<file path="config.mk">
export PLATFORM = sky130hd
export DESIGN_NAME = clock_enable_scheduler_flat
export DESIGN_NICKNAME = d
export VERILOG_FILES = /design/src/rtl/clock_enable_scheduler_pkg.sv /design/src/rtl/clock_enable_scheduler_if.sv /design/src/rtl/clock_enable_scheduler_div_counter.sv /design/src/rtl/clock_enable_scheduler.sv /design/src/flat_wrapper.sv
export SDC_FILE = /design/constraint.sdc
export NUM_CORES = 1
export LEC_CHECK = 0
export ABC_AREA = 1
export BUFFER_PORTS_ARGS = -buffer_cell sky130_fd_sc_hd__buf_4
export CAP_MARGIN = 20
export CORE_ASPECT_RATIO = 0.6
export CORE_MARGIN = 2
export CORE_UTILIZATION = 45
export DETAILED_ROUTE_END_ITERATION = 7
export MAX_ROUTING_LAYER = met4
export PLACE_DENSITY = 0.66
export SLEW_MARGIN = 20
export SYNTH_ARGS = -nofsm -noshare
export SYNTH_HDL_FRONTEND = slang
export SYNTH_SLANG_ARGS = --single-unit
</file>
<file path="constraint.sdc">
create_clock -name clk -period 3.36 [get_ports clk]
set_clock_uncertainty 0.2 [all_clocks]
set_input_delay 0 -clock clk [delete_from_list [all_inputs] [get_ports clk]]
set_output_delay 0 -clock clk [all_outputs]
set_load 0.02 [all_outputs]
</file>
<file path="src/rtl/clock_enable_scheduler_pkg.sv">
// Shared definitions for the clock-enable scheduler: FSM encoding and board defaults.
package clk_sched_pkg;

  localparam int CNT_W_DEF       = 26;
  localparam int REP_W_DEF       = 8;
  // 0.5 s tick on a 50 MHz board
  localparam int DEFAULT_DIV_DEF = 25000000;

  typedef enum logic [1:0] {
    ST_IDLE = 2'd0,
    ST_RUN  = 2'd1,
    ST_DONE = 2'd2
  } state_e;

endpackage

</file>
<file path="src/rtl/clock_enable_scheduler_if.sv">
// Config handshake bundle: divide ratio, run mode and one-shot repeat count.
interface clock_enable_scheduler_if #(
  parameter int CNT_W = clk_sched_pkg::CNT_W_DEF,
  parameter int REP_W = clk_sched_pkg::REP_W_DEF
);
  logic             cfg_valid;
  logic             cfg_ready;
  logic [CNT_W-1:0] cfg_div;
  logic             cfg_oneshot;
  logic [REP_W-1:0] cfg_reps;

  modport master (
    output cfg_valid, cfg_div, cfg_oneshot, cfg_reps,
    input  cfg_ready
  );

  modport slave (
    input  cfg_valid, cfg_div, cfg_oneshot, cfg_reps,
    output cfg_ready
  );
endinterface

</file>
<file path="src/rtl/clock_enable_scheduler_div_counter.sv">
// Divide counter: counts 0..div-1 while enabled and flags the terminal count.
module div_counter
  import clk_sched_pkg::*;
#(
  parameter int CNT_W = CNT_W_DEF
) (
  input  logic             clk,
  input  logic             reset,
  input  logic             clr_i,
  input  logic             en_i,
  input  logic [CNT_W-1:0] div_i,
  output logic             tc_o
);

  logic [CNT_W-1:0] count_q, count_d;

  // clear dominates so an abort on the terminal cycle never reports a tick
  always_comb begin
    tc_o    = en_i && !clr_i && (count_q == (div_i - CNT_W'(1)));
    count_d = count_q;
    if (clr_i)     count_d = '0;
    else if (en_i) count_d = tc_o ? '0 : count_q + CNT_W'(1);
  end

  always_ff @(posedge clk) begin
    if (reset) count_q <= '0;
    else       count_q <= count_d;
  end

endmodule

</file>
<file path="src/rtl/clock_enable_scheduler.sv">
// Restartable clock-enable scheduler: config handshake, run FSM, tick and divided clock.
module clock_enable_scheduler
  import clk_sched_pkg::*;
#(
  parameter int               CNT_W       = CNT_W_DEF,
  parameter int               REP_W       = REP_W_DEF,
  parameter logic [CNT_W-1:0] DEFAULT_DIV = CNT_W'(DEFAULT_DIV_DEF)
) (
  input  logic                     clk,
  input  logic                     reset,
  clock_enable_scheduler_if.slave  cfg,
  input  logic                     start,
  input  logic                     stop,
  output logic                     tick,
  output logic                     out_clk,
  output logic                     busy,
  output logic                     done
);

  state_e           state_q, state_d;
  logic [CNT_W-1:0] div_q, div_d;
  logic             oneshot_q, oneshot_d;
  logic [REP_W-1:0] reps_q, reps_d;
  logic [REP_W-1:0] rep_cnt_q, rep_cnt_d;
  logic             tick_q, tick_d;
  logic             out_clk_q, out_clk_d;
  logic             busy_q, busy_d;
  logic             done_q, done_d;
  logic             ready_q, ready_d;

  logic             cfg_fire;
  logic [CNT_W-1:0] cfg_div_eff;
  logic             cnt_clr, cnt_en, cnt_tc;

  assign cfg_fire    = cfg.cfg_valid && ready_q;
  assign cfg_div_eff = (cfg.cfg_div == '0) ? CNT_W'(1) : cfg.cfg_div;

  assign cnt_en  = (state_q == ST_RUN);
  assign cnt_clr = (state_q != ST_RUN) || stop;

  div_counter #(.CNT_W(CNT_W)) u_div (
    .clk   (clk),
    .reset (reset),
    .clr_i (cnt_clr),
    .en_i  (cnt_en),
    .div_i (div_q),
    .tc_o  (cnt_tc)
  );

  always_comb begin
    state_d   = state_q;
    div_d     = div_q;
    oneshot_d = oneshot_q;
    reps_d    = reps_q;
    rep_cnt_d = rep_cnt_q;
    tick_d    = 1'b0;
    out_clk_d = out_clk_q;
    done_d    = 1'b0;

    if (cfg_fire) begin
      div_d     = cfg_div_eff;
      oneshot_d = cfg.cfg_oneshot;
      reps_d    = cfg.cfg_reps;
    end

    case (state_q)
      ST_IDLE: begin
        if (start) begin
          state_d   = ST_RUN;
          // a config landing on the start edge governs this run
          rep_cnt_d = cfg_fire ? cfg.cfg_reps : reps_q;
        end
      end
      ST_RUN: begin
        if (stop) begin
          state_d   = ST_IDLE;
          out_clk_d = 1'b0;
        end else if (cnt_tc) begin
          tick_d    = 1'b1;
          out_clk_d = ~out_clk_q;
          if (oneshot_q) begin
            rep_cnt_d = rep_cnt_q - REP_W'(1);
            if (rep_cnt_q == REP_W'(1)) begin
              state_d = ST_DONE;
              done_d  = 1'b1;
            end
          end
        end
      end
      ST_DONE: state_d = ST_IDLE;
      default: state_d = ST_IDLE;
    endcase

    busy_d  = (state_d == ST_RUN);
    ready_d = (state_d == ST_IDLE);
  end

  always_ff @(posedge clk) begin
    if (reset) begin
      state_q   <= ST_IDLE;
      div_q     <= DEFAULT_DIV;
      oneshot_q <= 1'b0;
      reps_q    <= '0;
      rep_cnt_q <= '0;
      tick_q    <= 1'b0;
      out_clk_q <= 1'b0;
      busy_q    <= 1'b0;
      done_q    <= 1'b0;
      ready_q   <= 1'b1;
    end else begin
      state_q   <= state_d;
      div_q     <= div_d;
      oneshot_q <= oneshot_d;
      reps_q    <= reps_d;
      rep_cnt_q <= rep_cnt_d;
      tick_q    <= tick_d;
      out_clk_q <= out_clk_d;
      busy_q    <= busy_d;
      done_q    <= done_d;
      ready_q   <= ready_d;
    end
  end

  assign tick          = tick_q;
  assign out_clk       = out_clk_q;
  assign busy          = busy_q;
  assign done          = done_q;
  assign cfg.cfg_ready = ready_q;

endmodule

</file>
<file path="src/flat_wrapper.sv">
// flat-port wrapper written by rule: the top's interface ports become plain ports
module clock_enable_scheduler_flat import clk_sched_pkg::*;
#(
  parameter int               CNT_W       = CNT_W_DEF,
  parameter int               REP_W       = REP_W_DEF,
  parameter logic [CNT_W-1:0] DEFAULT_DIV = CNT_W'(DEFAULT_DIV_DEF)
)
  (clk, reset, start, stop, tick, out_clk, busy, done, cfg_cfg_valid, cfg_cfg_div, cfg_cfg_oneshot, cfg_cfg_reps, cfg_cfg_ready);
  clock_enable_scheduler_if #(.CNT_W(CNT_W), .REP_W(REP_W)) cfg_i ();
  input  logic clk;
  input  logic reset;
  input  logic start;
  input  logic stop;
  output logic tick;
  output logic out_clk;
  output logic busy;
  output logic done;
  input wire logic [$bits(cfg_i.cfg_valid)-1:0] cfg_cfg_valid;
  input wire logic [$bits(cfg_i.cfg_div)-1:0] cfg_cfg_div;
  input wire logic [$bits(cfg_i.cfg_oneshot)-1:0] cfg_cfg_oneshot;
  input wire logic [$bits(cfg_i.cfg_reps)-1:0] cfg_cfg_reps;
  output wire logic [$bits(cfg_i.cfg_ready)-1:0] cfg_cfg_ready;
  assign cfg_i.cfg_valid = cfg_cfg_valid;
  assign cfg_i.cfg_div = cfg_cfg_div;
  assign cfg_i.cfg_oneshot = cfg_cfg_oneshot;
  assign cfg_i.cfg_reps = cfg_cfg_reps;
  assign cfg_cfg_ready = cfg_i.cfg_ready;
  clock_enable_scheduler #(.CNT_W(CNT_W), .REP_W(REP_W), .DEFAULT_DIV(DEFAULT_DIV)) u_core (.clk(clk), .reset(reset), .cfg(cfg_i), .start(start), .stop(stop), .tick(tick), .out_clk(out_clk), .busy(busy), .done(done));
endmodule
</file>
# After elaboration in Yosys (flattened, before gate mapping)
# Index checks and enable logic that the tools add are counted.
# W data, S select, Z words.
[op_classes] n_addsub=3 eq_ne=9 n_mux=18 bitwise_logic=4 reduce_logical=15
[ops] operator="$mux W26" n=2
[ops] operator="$mux W8" n=5
[ops] operator="$add A26 B1 Y26 const B" n=1
[ops] operator="$eq A26 B26 Y1" n=1
[ops] operator="$logic_not A26 Y1" n=1
[ops] operator="$sub A26 B1 Y26 const B" n=1
[ops] operator="$pmux W8 S2" n=1
[ops] operator="$mux W2" n=5
[ops] operator="$eq A8 B1 Y1 const B" n=1
[ops] operator="$sub A8 B1 Y8 const B" n=1
[ops] operator="$ne A2 B1 Y1 const B" n=3
[ops] operator="$reduce_and A5 Y1" n=1
[ops] operator="$reduce_or A5 Y1" n=1
[ops] operator="$eq A2 B1 Y1 const B" n=2
[ops] operator="$logic_not A2 Y1" n=2
[ops] operator="$mux W1" n=4
[ops] operator="$ne A2 B2 Y1 const B" n=2
[ops] operator="$not A1 Y1" n=4
[ops] operator="$pmux W2 S2" n=1
[ops] operator="$reduce_bool A2 Y1" n=2
[ops] operator="$logic_and A1 B1 Y1" n=3
[ops] operator="$reduce_or A3 Y1" n=1
[ops] operator="$reduce_and A2 Y1" n=1
[ops] operator="$reduce_or A2 Y1" n=1
[ops] operator="2 further kinds" n=2
[totals] reg_bits=76 inputBits=40 output_inout_bits=5 word_cells=60

# Depth between registers and ports, before layout
[depth] word_depth=9 ltp_mapped=19 mapped_depth_nobuf=18

# Modules after synthesis
# A second synthesis with hierarchy kept.
[unflattened] cells_unflattened=728 hier_area_um2=4798.4
[modules_own_cells] mod="div_counter" instances=1 cells_per_inst=424 area_each_um2=2602.5 seq_area_each_um2=520.5
[modules_own_cells] mod="clock_enable_scheduler" instances=1 cells_per_inst=304 area_each_um2=2195.9 seq_area_each_um2=1001.0

# Least setup slack after synthesis
# No wires, ideal clock.
[synth_path] kind="register -> register" from="reg u_core.div_q[0]" to="reg u_core.rep_cnt_q[5]" setup_time_ns=0.113 t_arrival_ns=2.038 required_ns=3.047 setup_slack_ns=1.009 stages_incl_launch_ff=16 path_buffers=1 period_less_slack_ns=2.351 cell_sequence="dfxtp_1 inv_1 ha_1 nand2_4 nor2_8 nand2_4 nor2_4 xor2_2 nand3_2 nor2_4 nand3_4 nand2_4 nand2_4 buf_6 nor2_1 nor2_1"
[synth_via] elab_chain_cells=5
[synth_lines] item="start, declared" line="clock_enable_scheduler.sv:21" text="logic [CNT_W-1:0] div_q, div_d;"
[synth_lines] item="start signal, assigned" line="clock_enable_scheduler.sv:112" text="div_q <= div_d;"
[synth_lines] item="$sub A26 B1 Y26" line="clock_enable_scheduler_div_counter.sv:19" text="tc_o = en_i && !clr_i && (count_q == (div_i - CNT_W'(1)));"
[synth_lines] item="$eq A26 B26 Y1" line="clock_enable_scheduler_div_counter.sv:19"
[synth_lines] item="$logic_and A1 B1 Y1" line="clock_enable_scheduler_div_counter.sv:19"
[synth_lines] item="$ne A2 B1 Y1 (no source line)"
[synth_lines] item="$reduce_and A5 Y1 (no source line)"
[synth_lines] item="end signal, assigned" line="clock_enable_scheduler.sv:115" text="rep_cnt_q <= rep_cnt_d;"
[synth_lines] item="end, declared" line="clock_enable_scheduler.sv:24" text="logic [REP_W-1:0] rep_cnt_q, rep_cnt_d;"
# No other way between the ends.
# A chain may end at the register's enable or synchronous reset.

# Worst setup path after layout
[layout_path] from="reg u_core.div_q[0]" to="reg u_core.u_div.count_q[12]"
[layout_via] elab_chain_cells=4
[layout_lines] item="$sub A26 B1 Y26" line="clock_enable_scheduler_div_counter.sv:19"
[layout_lines] item="$eq A26 B26 Y1" line="clock_enable_scheduler_div_counter.sv:19"
[layout_lines] item="$logic_and A1 B1 Y1" line="clock_enable_scheduler_div_counter.sv:19"
[layout_lines] item="$mux W26" line="clock_enable_scheduler_div_counter.sv:22" text="else if (en_i) count_d = tc_o ? '0 : count_q + CNT_W'(1);"
[layout_lines] item="end signal, assigned" line="clock_enable_scheduler_div_counter.sv:27" text="else count_q <= count_d;"
[layout_lines] item="end, declared" line="clock_enable_scheduler_div_counter.sv:15" text="logic [CNT_W-1:0] count_q, count_d;"
# No other way between the ends.

==> impl_metrics.json <==
{
  "nets": 841,
  "antenna_found_initial": 0,
  "routed_via_density": 5.14,
  "nFillCells": 919,
  "die_h_um": 83.2,
  "ios": 45,
  "cts.htree.levels": 3,
  "gr-usage-met2_pct": 33.8,
  "grt_usage_pct": 26.8,
  "synth_area_leaders": "dfxtp_1, nand2_1, nor2_1, inv_1, xor2_1",
  "period_share_pct": 82.6,
  "cts_resized": 0,
  "portBuffers": 44,
  "synth_top_cell_by_area": "dfxtp_1",
  "synth_nets": 743,
  "gp_congestion": 0.895,
  "cts_root_buf": "clkbuf_16",
  "reg2reg_from": "u_core.div_q[0]",
  "powerDensity_mw_per_mm2": 410,
  "critical-path-slowest-cell": "dfxtp_1",
  "grt_pass1_vias": 4365,
  "multi_input_area_mm2": 0.00279,
  "maxSlewHeadroom_pct": 49.5,
  "area_growth_pct": 28.5,
  "startpoint_type": "flip-flop",
  "synth_cell_type_count": 40,
  "ys_ff_latch": 76,
  "clk_latency_ps": 340,
  "cp.required_ps": 3370,
  "max-clock-path-buffers": 2,
  "hold_start": "cfg_cfg_div[22]",
  "vdd_drop_max_uv": 278,
  "fp.dieW_um": 136,
  "cts-hold-fix-buffers": 59,
  "critPathMaxFanout": 13,
  "finalHoldViolCount": 0,
  "async_flop_share_pct": 0,
  "postRouteAntennaNets": 0,
  "layout-drive-gt1-share_pct": 11.7,
  "post_cts_buffers": 0,
  "route.detailed.drc": 0,
  "reg2reg_to": "u_core.u_div.count_q[12]",
  "grt_overflow": 0,
  "synth_edf_count": 0,
  "min_path_type": "in2reg",
  "fmax_mhz": 360,
  "ys.flop_type": "dfxtp_1",
  "worst_pin_slew_ps": 757,
  "place_area_mm2": 0.00514,
  "cts_tree": "done",
  "regArea_mm2": 0.00152,
  "reg2reg_depth": 13,
  "stdcell_area_mm2": 0.00604,
  "hold_depth": 4,
  "cp-end-kind": "flip-flop",
  "status": "finished clean",
  "grt_busiest_layer": "met1",
  "cap_violations": 0,
  "worst_slack_ps": 584,
  "rsz0062_at_grt": "false",
  "finalSetupViolCount": 0,
  "synth_top_area_share_pct": 32.4,
  "regToRegSetupSlack_ps": 580,
  "grt_max_degree": 36,
  "initial_core_util_pct": 46.9,
  "vias": 4816,
  "dp.cells": 862,
  "antenna_cells": 0,
  "core_area_mm2": 0.0100,
  "syn_inst": 699,
  "path_clk_slew_ps": 60,
  "finalMaxSlewViolations": 0,
  "routed_wl_mm": 14.3,
  "power.leakage_uw": 0.00261,
  "tns_ps": 0,
  "die_area_mm2": 0.0113,
  "place_hpwl_mm": 10.4,
  "num_rows": 28,
  "yosys_warnings": 0,
  "period_minus_slack_ps": 2780,
  "cp_cell_sequence": "inv_1 > ha_1 > nand2_4 > nor2_8 > nand2_4 > nor2_4 > xor2_2 > nand3_2 > nor2_4 > nand3_4 > nand2_1 > buf_4 > nor3_1",
  "final_cells": 937,
  "grt_pass1_wl_mm": 22.9,
  "cts_made_buffers": 9,
  "grt_use_met1_pct": 42.9,
  "syn_avg_cell_area_um2": 6.72,
  "crit_path_max_incr_delay_ps": 330,
  "dp_slack_ps": 545,
  "arrival_ps": 2790,
  "wl_per_cell_um": 15.2,
  "first_pass_iters": 5,
  "synth_area_mm2": 0.00470,
  "clkSinkCount": 76,
  "hold_end": "u_core.div_q[22]",
  "worstSetupPathType": "reg2reg",
  "grt_use_met3_pct": 5.07,
  "drtIter0Drc": 378,
  "ys_seq_area_share_pct": 32.4
}
[layer usage]
metal	share of wire (%)	vias to the layer above
met5	0	-
met4	0.95	0
met3	8.3	13
met2	36	178
met1	55	2182
li1	-	2443
[layout by cell type (no fill, tap or decap), types with 4 or more instances in the layout]
| master | n |
|---|---|
| a211oi_1 | 6 |
| a21oi_1 | 26 |
| buf_4 | 49 |
| clkbuf_16 | 9 |
| dfxtp_1 | 76 |
| dlygate4sd3_1 | 59 |
| ha_1 | 4 |
| inv_1 | 76 |
| mux2i_1 | 9 |
| nand2_1 | 155 |
| nand2_4 | 5 |
| nand3_1 | 47 |
| nand3b_1 | 9 |
| nand4_1 | 15 |
| nor2_1 | 113 |
| nor2_2 | 8 |
| nor2_4 | 5 |
| nor3_1 | 20 |
| nor4_1 | 6 |
| o21ai_0 | 24 |
| xnor2_1 | 17 |
| xor2_1 | 30 |
[cell type report]
cell class                 count  area share [%]
tap                          135            2.80
clock buffer                  11            4.02
clock inverter                 5            1.02
sequential                    76            25.2
multi-input combinational    524            46.3
timing repair buffer         108            15.9
inverter                      78            4.85
[metrics by stage]
step	utilization (%)	hold slack, ps	total power [uW]
3_5_place_dp	51.3	20.0	1420
2_1_floorplan	-	-86.8	1300
4_1_cts	60.3	217	2470
5_1_grt	60.3	228	2580
6_report	60.3	228	2470
3_3_place_gp	51.3	23.0	1420
[cell families after synthesis]
group,count (synthesis),synth area share (%)
simple gates,395,38.7
xor+xnor,50,9.95
compound gates,66,7.80
fa+ha+maj,4,1.06
mux,9,1.92
flops,76,32.4
buf+inv,99,8.20
[registers in the layout, summed over array words and instances (netlist names)]
register / flops
u_core.u_div.count_q: 26
u_core.busy: 1
u_core.done: 1
u_core.tick: 1
u_core.out_clk: 1
u_core.oneshot_q: 1
u_core.cfg.cfg_ready: 1
u_core.rep_cnt_q: 8
u_core.state_q: 2
u_core.div_q: 26
u_core.reps_q: 8
[worst max-delay path, delay by kind of cell, from the launching register on]
family	cells	cell delay, ps
buffers and inverters	2	400
AND/OR/NAND/NOR	9	1260
XOR/XNOR	1	160
adder cells (fa/ha/maj)	1	300
flip-flops	1	330
[where the power goes]
group,switching [uW],internal [uW]
Sequential,55.2,948
Combinational,271,208
Clock,395,597
[worst max path at each step]
stage / startpoint / endpoint / cells after the start
4_1_cts: u_core.div_q[0] / u_core.u_div.count_q[12] / 14
2_1_floorplan: u_core.div_q[0] / u_core.rep_cnt_q[5] / 15
6_report: u_core.div_q[0] / u_core.u_div.count_q[12] / 13
5_1_grt: u_core.div_q[0] / u_core.u_div.count_q[12] / 14
3_3_place_gp: u_core.div_q[0] / u_core.u_div.count_q[12] / 16
3_5_place_dp: u_core.div_q[0] / u_core.u_div.count_q[12] / 14
[Yosys cell counts (all sizes together), types with 2 or more instances]
master  count
a21oi      26
inv        76
o21ai      25
a31oi       2
clkbuf     12
nor4        6
clkinv      2
o21bai      2
a211oi      6
nor2      127
ha          4
xor2       32
xnor2      17
dfxtp      76
a22oi       3
buf         9
or2         2
nand4      15
mux2i       9
nand3b      9
nor3       20
nand3      50
nand2     163
No activity file was read; power rests on OpenSTA's default activity.
